===== config.mk =====
export PLATFORM = sky130hd
export DESIGN_NAME = dma_addr_seq_flat
export DESIGN_NICKNAME = d
export VERILOG_FILES = /design/src/rtl/dma_addr_seq_if.sv /design/src/rtl/dma_addr_seq.sv /design/src/flat_wrapper.sv
export SDC_FILE = /design/constraint.sdc
export NUM_CORES = 1
export LEC_CHECK = 0
export ABC_AREA = 1
export ABC_CLOCK_PERIOD_IN_PS = 7500
export CORE_MARGIN = 1
export CORE_UTILIZATION = 60
export DETAILED_ROUTE_END_ITERATION = 7
export DONT_BUFFER_PORTS = 1
export PLACE_DENSITY_LB_ADDON = 0.2
export SETUP_SLACK_MARGIN = 0.02
export SLEW_MARGIN = 25
export SYNTH_ARGS = -nofsm -noshare
export SYNTH_HDL_FRONTEND = slang
export SYNTH_SLANG_ARGS = --single-unit

===== constraint.sdc =====
create_clock -name clk -period 7.5 [get_ports clk]
set_clock_uncertainty 0.1 [all_clocks]
set_input_delay 0.75 -clock clk [delete_from_list [all_inputs] [get_ports clk]]
set_output_delay 0.75 -clock clk [all_outputs]
set_load 0.01 [all_outputs]

===== src/rtl/dma_addr_seq_if.sv =====
// dma_addr_seq_if -- memory request channel of the DMA address sequencer.
//   mem_req  : sequencer has a request outstanding (master -> slave)
//   mem_addr : address of the outstanding request   (master -> slave)
//   mem_ack  : memory accepts the current request   (slave -> master)
interface dma_addr_seq_if #(
    parameter int AW = 16
);
    logic          mem_req;
    logic [AW-1:0] mem_addr;
    logic          mem_ack;

    modport master (
        output mem_req,
        output mem_addr,
        input  mem_ack
    );

    modport slave (
        input  mem_req,
        input  mem_addr,
        output mem_ack
    );
endinterface


===== src/rtl/dma_addr_seq.sv =====
// dma_addr_seq -- 2-D DMA address sequencer.
// The state machine is split in two. An upstream block decides the next state.
// This block holds the present state and the address and count registers. It
// also applies the address-control action that the upstream block selects.
// Ports:
//   clk, rst            : clock, asynchronous active-high reset
//   bus (master)        : mem_req / mem_addr out, mem_ack in
//   dmnst_b[3:0]        : next-state code from the upstream logic
//   adctlp_b[2:0]       : address-control code from the upstream logic
//   start               : begin a transfer (sampled only when idle)
//   cfg_base/stride     : start address and row stride (AW bits)
//   cfg_xlen/ylen       : x / y lengths (CW bits)
//   rmw_req             : transfer is read-modify-write
//   dmpst[3:0]          : registered present state, fed back upstream
//   xskip, yskip, page  : status flags for the upstream logic
//   rmwB                : active-low read-modify-write flag
//   busy, done          : transfer active / one-cycle completion pulse
module dma_addr_seq #(
    parameter int AW = 16,
    parameter int CW = 8
) (
    input  logic          clk,
    input  logic          rst,
    dma_addr_seq_if.master bus,
    input  logic [3:0]    dmnst_b,
    input  logic [2:0]    adctlp_b,
    input  logic          start,
    input  logic [AW-1:0] cfg_base,
    input  logic [AW-1:0] cfg_stride,
    input  logic [CW-1:0] cfg_xlen,
    input  logic [CW-1:0] cfg_ylen,
    input  logic          rmw_req,
    output logic [3:0]    dmpst,
    output logic          xskip,
    output logic          yskip,
    output logic          page,
    output logic          rmwB,
    output logic          busy,
    output logic          done
);

    typedef enum logic {
        IDLE = 1'b0,
        RUN  = 1'b1
    } state_t;

    state_t        state_q,   state_d;
    logic [3:0]    dmpst_q,   dmpst_d;
    logic [AW-1:0] addr_q,    addr_d;
    logic [AW-1:0] rowbase_q, rowbase_d;
    logic [CW-1:0] xcnt_q,    xcnt_d;
    logic [CW-1:0] ycnt_q,    ycnt_d;
    logic [AW-1:0] base_q,    base_d;
    logic [AW-1:0] stride_q,  stride_d;
    logic [CW-1:0] xlen_q,    xlen_d;
    logic [CW-1:0] ylen_q,    ylen_d;
    logic          rmw_q,     rmw_d;
    logic          done_q,    done_d;

    logic          run;
    logic          advance;
    logic [AW-1:0] next_row;
    logic [AW-1:0] next_page;

    assign run      = (state_q == RUN);
    // mem_ack is qualified by RUN so it has no effect while idle.
    assign advance  = run && bus.mem_ack;
    assign next_row = rowbase_q + stride_q;
    // Forcing the low byte to FF before the increment carries into the
    // page bits and leaves the low byte at 00.
    assign next_page = {addr_q[AW-1:8], 8'hFF} + AW'(1);

    always_comb begin
        state_d   = state_q;
        dmpst_d   = dmpst_q;
        addr_d    = addr_q;
        rowbase_d = rowbase_q;
        xcnt_d    = xcnt_q;
        ycnt_d    = ycnt_q;
        base_d    = base_q;
        stride_d  = stride_q;
        xlen_d    = xlen_q;
        ylen_d    = ylen_q;
        rmw_d     = rmw_q;
        done_d    = 1'b0;

        case (state_q)
            IDLE: begin
                if (start) begin
                    base_d    = cfg_base;
                    stride_d  = cfg_stride;
                    xlen_d    = cfg_xlen;
                    ylen_d    = cfg_ylen;
                    rmw_d     = rmw_req;
                    addr_d    = cfg_base;
                    rowbase_d = cfg_base;
                    xcnt_d    = '0;
                    ycnt_d    = '0;
                    dmpst_d   = 4'b0001;
                    state_d   = RUN;
                end
            end
            RUN: begin
                if (advance) begin
                    dmpst_d = dmnst_b;
                    case (adctlp_b)
                        3'b001: begin
                            addr_d = addr_q + AW'(1);
                            xcnt_d = xcnt_q + CW'(1);
                        end
                        3'b010: begin
                            rowbase_d = next_row;
                            addr_d    = next_row;
                            xcnt_d    = '0;
                            ycnt_d    = ycnt_q + CW'(1);
                        end
                        3'b011: begin
                            addr_d    = base_q;
                            rowbase_d = base_q;
                            xcnt_d    = '0;
                            ycnt_d    = '0;
                        end
                        3'b100: addr_d = next_page;
                        default: ;
                    endcase
                    // Next state 0 ends the transfer. The action above still applies.
                    if (dmnst_b == 4'b0000) begin
                        state_d = IDLE;
                        done_d  = 1'b1;
                    end
                end
            end
            default: state_d = IDLE;
        endcase
    end

    always_ff @(posedge clk or posedge rst) begin
        if (rst) begin
            state_q   <= IDLE;
            dmpst_q   <= '0;
            addr_q    <= '0;
            rowbase_q <= '0;
            xcnt_q    <= '0;
            ycnt_q    <= '0;
            base_q    <= '0;
            stride_q  <= '0;
            xlen_q    <= '0;
            ylen_q    <= '0;
            rmw_q     <= 1'b0;
            done_q    <= 1'b0;
        end else begin
            state_q   <= state_d;
            dmpst_q   <= dmpst_d;
            addr_q    <= addr_d;
            rowbase_q <= rowbase_d;
            xcnt_q    <= xcnt_d;
            ycnt_q    <= ycnt_d;
            base_q    <= base_d;
            stride_q  <= stride_d;
            xlen_q    <= xlen_d;
            ylen_q    <= ylen_d;
            rmw_q     <= rmw_d;
            done_q    <= done_d;
        end
    end

    // Every output is decoded from flops only. The count flags are gated by RUN.
    // This keeps them low in reset and in idle, where the zeroed counters
    // would otherwise compare equal.
    assign bus.mem_req  = run;
    assign bus.mem_addr = addr_q;
    assign busy         = run;
    assign done         = done_q;
    assign dmpst        = dmpst_q;
    assign xskip        = run && (xcnt_q == xlen_q);
    assign yskip        = run && (ycnt_q == ylen_q);
    assign page         = (addr_q[7:0] == 8'hFF);
    assign rmwB         = ~(run && rmw_q);

endmodule

===== src/flat_wrapper.sv =====
// flat-port wrapper written by rule: the top's interface ports become plain ports
module dma_addr_seq_flat 
#(
    parameter int AW = 16,
    parameter int CW = 8
)
  (clk, rst, dmnst_b, adctlp_b, start, cfg_base, cfg_stride, cfg_xlen, cfg_ylen, rmw_req, dmpst, xskip, yskip, page, rmwB, busy, done, bus_mem_req, bus_mem_addr, bus_mem_ack);
  dma_addr_seq_if #(.AW(AW)) bus_i ();
  input  logic clk;
  input  logic rst;
  input  logic [3:0] dmnst_b;
  input  logic [2:0] adctlp_b;
  input  logic start;
  input  logic [AW-1:0] cfg_base;
  input  logic [AW-1:0] cfg_stride;
  input  logic [CW-1:0] cfg_xlen;
  input  logic [CW-1:0] cfg_ylen;
  input  logic rmw_req;
  output logic [3:0] dmpst;
  output logic xskip;
  output logic yskip;
  output logic page;
  output logic rmwB;
  output logic busy;
  output logic done;
  output wire logic [$bits(bus_i.mem_req)-1:0] bus_mem_req;
  output wire logic [$bits(bus_i.mem_addr)-1:0] bus_mem_addr;
  input wire logic [$bits(bus_i.mem_ack)-1:0] bus_mem_ack;
  assign bus_mem_req = bus_i.mem_req;
  assign bus_mem_addr = bus_i.mem_addr;
  assign bus_i.mem_ack = bus_mem_ack;
  dma_addr_seq #(.AW(AW), .CW(CW)) u_core (.clk(clk), .rst(rst), .bus(bus_i), .dmnst_b(dmnst_b), .adctlp_b(adctlp_b), .start(start), .cfg_base(cfg_base), .cfg_stride(cfg_stride), .cfg_xlen(cfg_xlen), .cfg_ylen(cfg_ylen), .rmw_req(rmw_req), .dmpst(dmpst), .xskip(xskip), .yskip(yskip), .page(page), .rmwB(rmwB), .busy(busy), .done(done));
endmodule

==> metrics.txt <==
outcome finished clean; Clk pin slew, worst setup/hold paths around 0.1 ns; sequential-to-total area share from yosys stat 0.401; Cell variety after synth between 40 and 50; Avg Cell Area, Syn slightly above 7 um^2; post-cts gate resize count 0; met1 Use GR 0.376; initial antenna violation count 0; crit path DAT between 3 and 4 ns; reg-to-reg critical path endpoint u_core.bus.mem_addr[6]; ys flop type dfrtp_1; core area 0.0104 mm^2; Worst-Skew Late Latency around 0.40 ns; number of global-route vias before repair 5773; post-DP HPWL between 10000 and 15000 um; combinational power share 0.510; Post-Place Setup Slack 3.95 ns; Setup Total Neg Slack 0 ns; Slew Viols, Final 0; Post-Syn Nets 989; die width roughly 110 um; HP Class in2async; Setup crit end kind flip-flop; largest fanout on the critical path 60; crit path capture u_core.bus.mem_addr[6]; grt met3 use 0.0730; Syn Inst Count 909; busiest layer in global routing met2; vias per cell 5.71; pin count of the biggest net entering global routing 80; CTS H-tree depth 3; reg2reg setup slack 3.86 ns; Final Util 0.642; Post-synth EDFFs 0; die area 0.0111 mm^2; leading cell types by count after synthesis nand2_1 (282), dfrtp_1 (103), inv_1 (101); all-layer global routing usage 0.309; register area about 0.0026 mm^2; first-pass GRT wire length 27100 um; grt total ovfl 0; # rows 37; Max Cap Violations 0; CTS max path bufs 2; Slew HR 0.458; Max Fclk 275 MHz; nets 972; fin crit period around 3.6 ns; CP Launch Type flip-flop; FF-to-FF path depth 10; RSZ-0062 raised after global routing no; cell area after synthesis 0.00643 mm^2; area of the multi-input gates 0.00327 mm^2; Area contributors post-synth dfrtp_1 (40%), nand2_1 (16%), inv_1 (5.9%); fin worst setup slack 3.86 ns; Worst Setup Path Type reg2reg; Leakage approximately 0.0035 uW; Peak VDD IR 0.234 mV; Worst-Margin Slew a little over 0.8 ns; sequential power share 0.361; n_diodes 0; initial core utilization 0.620; CTS Sinks 103; Root Driver clkbuf_8; Async SR Flop Fraction 1.00; Setup violations, final 0; DR pass1 iterations 5; CTS buffer count 9; clock power share 0.129; Buffers on Ports 0; Yosys top cell by area dfrtp_1; top-area cell type share of the netlist area 0.401; Psw 1390 uW; initial detailed-routing violation count 477; # hold bufs at CTS 0; dpl cells about 1.0k; Final Non-Filler Cells 1033; DRC 0; IO Pins 87; most frequent cell after synthesis nand2_1; Crit. Startpoint u_core.bus.mem_req; number of synthesized register bits 103; P per Cell Area 432 mW/mm^2; Sw Share 0.484; fin crit share 0.486; cell internal pwr ~1500 uW; Final GP Congestion 0.898; CTS tree done; total number of vias roughly 5.9k; layout cells sized above 1 0.0546; # Post-CTS Setup Buffers 0; routed wire length per instance around 16 um; synth-to-layout area growth 3.62%; Synth warnings 0; RR Startpoint u_core.bus.mem_req; Global Route met2 Usage 0.538; Die Y-Extent 106 um; Antenna Nets Post-Route 0; Total Routed Length ~16000 um; # fillers between 800 and 900; Worst Path Required between 7 and 8 ns; Final Hold Vio Count 0
-- power groups by stage --
stage	Combinational (uW)	Sequential [uW]	Clock [uW]
after CTS	1460	1030	378
after global routing	1690	1070	398
final	1470	1040	372
after global placement	1400	1040	0
after detailed placement	1450	1040	0
after floorplan	1180	975	0
-- how the worst min path moves through the flow --
stage,cells after the start,slack [ns],end,startpoint
6_report,1,0.08,u_core.stride_q[6],rst
5_1_grt,1,0.09,u_core.stride_q[6],rst
4_1_cts,1,0.08,u_core.stride_q[6],rst
3_5_place_dp,2,0.37,u_core.rmw_q,u_core.rmw_q
3_3_place_gp,2,0.37,u_core.base_q[14],u_core.base_q[14]
2_1_floorplan,2,0.35,u_core.rmw_q,u_core.rmw_q
-- state kept, by name (all words and copies together) (netlist names) --
signal               count
u_core.xcnt_q            8
u_core.ylen_q            8
u_core.done              1
u_core.rmw_q             1
u_core.rowbase_q        16
u_core.bus.mem_addr     16
u_core.xlen_q            8
u_core.ycnt_q            8
u_core.bus.mem_req       1
u_core.base_q           16
u_core.dmpst             4
u_core.stride_q         16
-- worst max-delay path, stage by stage, from the launching register on --
cell and delay, ns:
dfrtp_1 0.33, buf_4 0.48, inv_4 0.18, nand2_4 0.50
inv_4 0.31, nor2_4 0.21, inv_2 0.09, nand2_1 0.60
inv_1 0.41, nor2_1 0.20, a21oi_1 0.06
-- per-layer routing --
layer | wire length (um) | up-vias
li1 | - | 2877
met5 | 0 | -
met2 | 8120 | 239
met4 | 424 | 0
met3 | 1140 | 34
met1 | 6650 | 2750
-- through the flow --
stage / hold WS [ns] / total power (uW) / instance area (um^2)
3_5_place_dp: 0.371 / 2500 / 6460
2_1_floorplan: 0.349 / 2160 / 6430
4_1_cts: 0.0776 / 2870 / 6660
3_3_place_gp: 0.366 / 2430 / 6460
6_report: 0.0790 / 2880 / 6660
5_1_grt: 0.0931 / 3160 / 6660
-- final cells by class --
cell class              count  area share
clock buffers              10      0.0192
flip-flops and latches    103       0.387
repair buffers              2     0.00282
clock inverters             6      0.0113
multi-input cells         666       0.491
inverters                 110      0.0631
well taps                 136      0.0255
-- placed cells by master, fill, tap and decap left out, drive strengths merged, types with 2 or more instances in the layout --
master / count
o21ai: 56
o211ai: 2
xnor2: 6
a31oi: 4
dfrtp: 103
clkbuf: 10
and2: 3
a22o: 2
buf: 2
a22oi: 3
xor2: 12
nor2: 105
or2: 4
nand3b: 4
nor3: 15
nand3: 56
and3: 2
nand2: 287
nor4: 3
nand4: 5
inv: 113
a21oi: 62
o22ai: 6
a221oi: 4
ha: 19
-- cells by family (layout without fill, tap and decap cells) --
kind of cell,count (synthesis),in the layout,share of synthesized area
and+or+nand+nor,485,485,0.321
xor gates and xnor gates,18,18,0.0245
adders and majority gates,20,20,0.0401
DFF,103,103,0.401
AOI/OAI and AO/OA,143,143,0.123
buffers and inverters,140,128,0.0901
No activity file was read; power rests on OpenSTA's default activity.
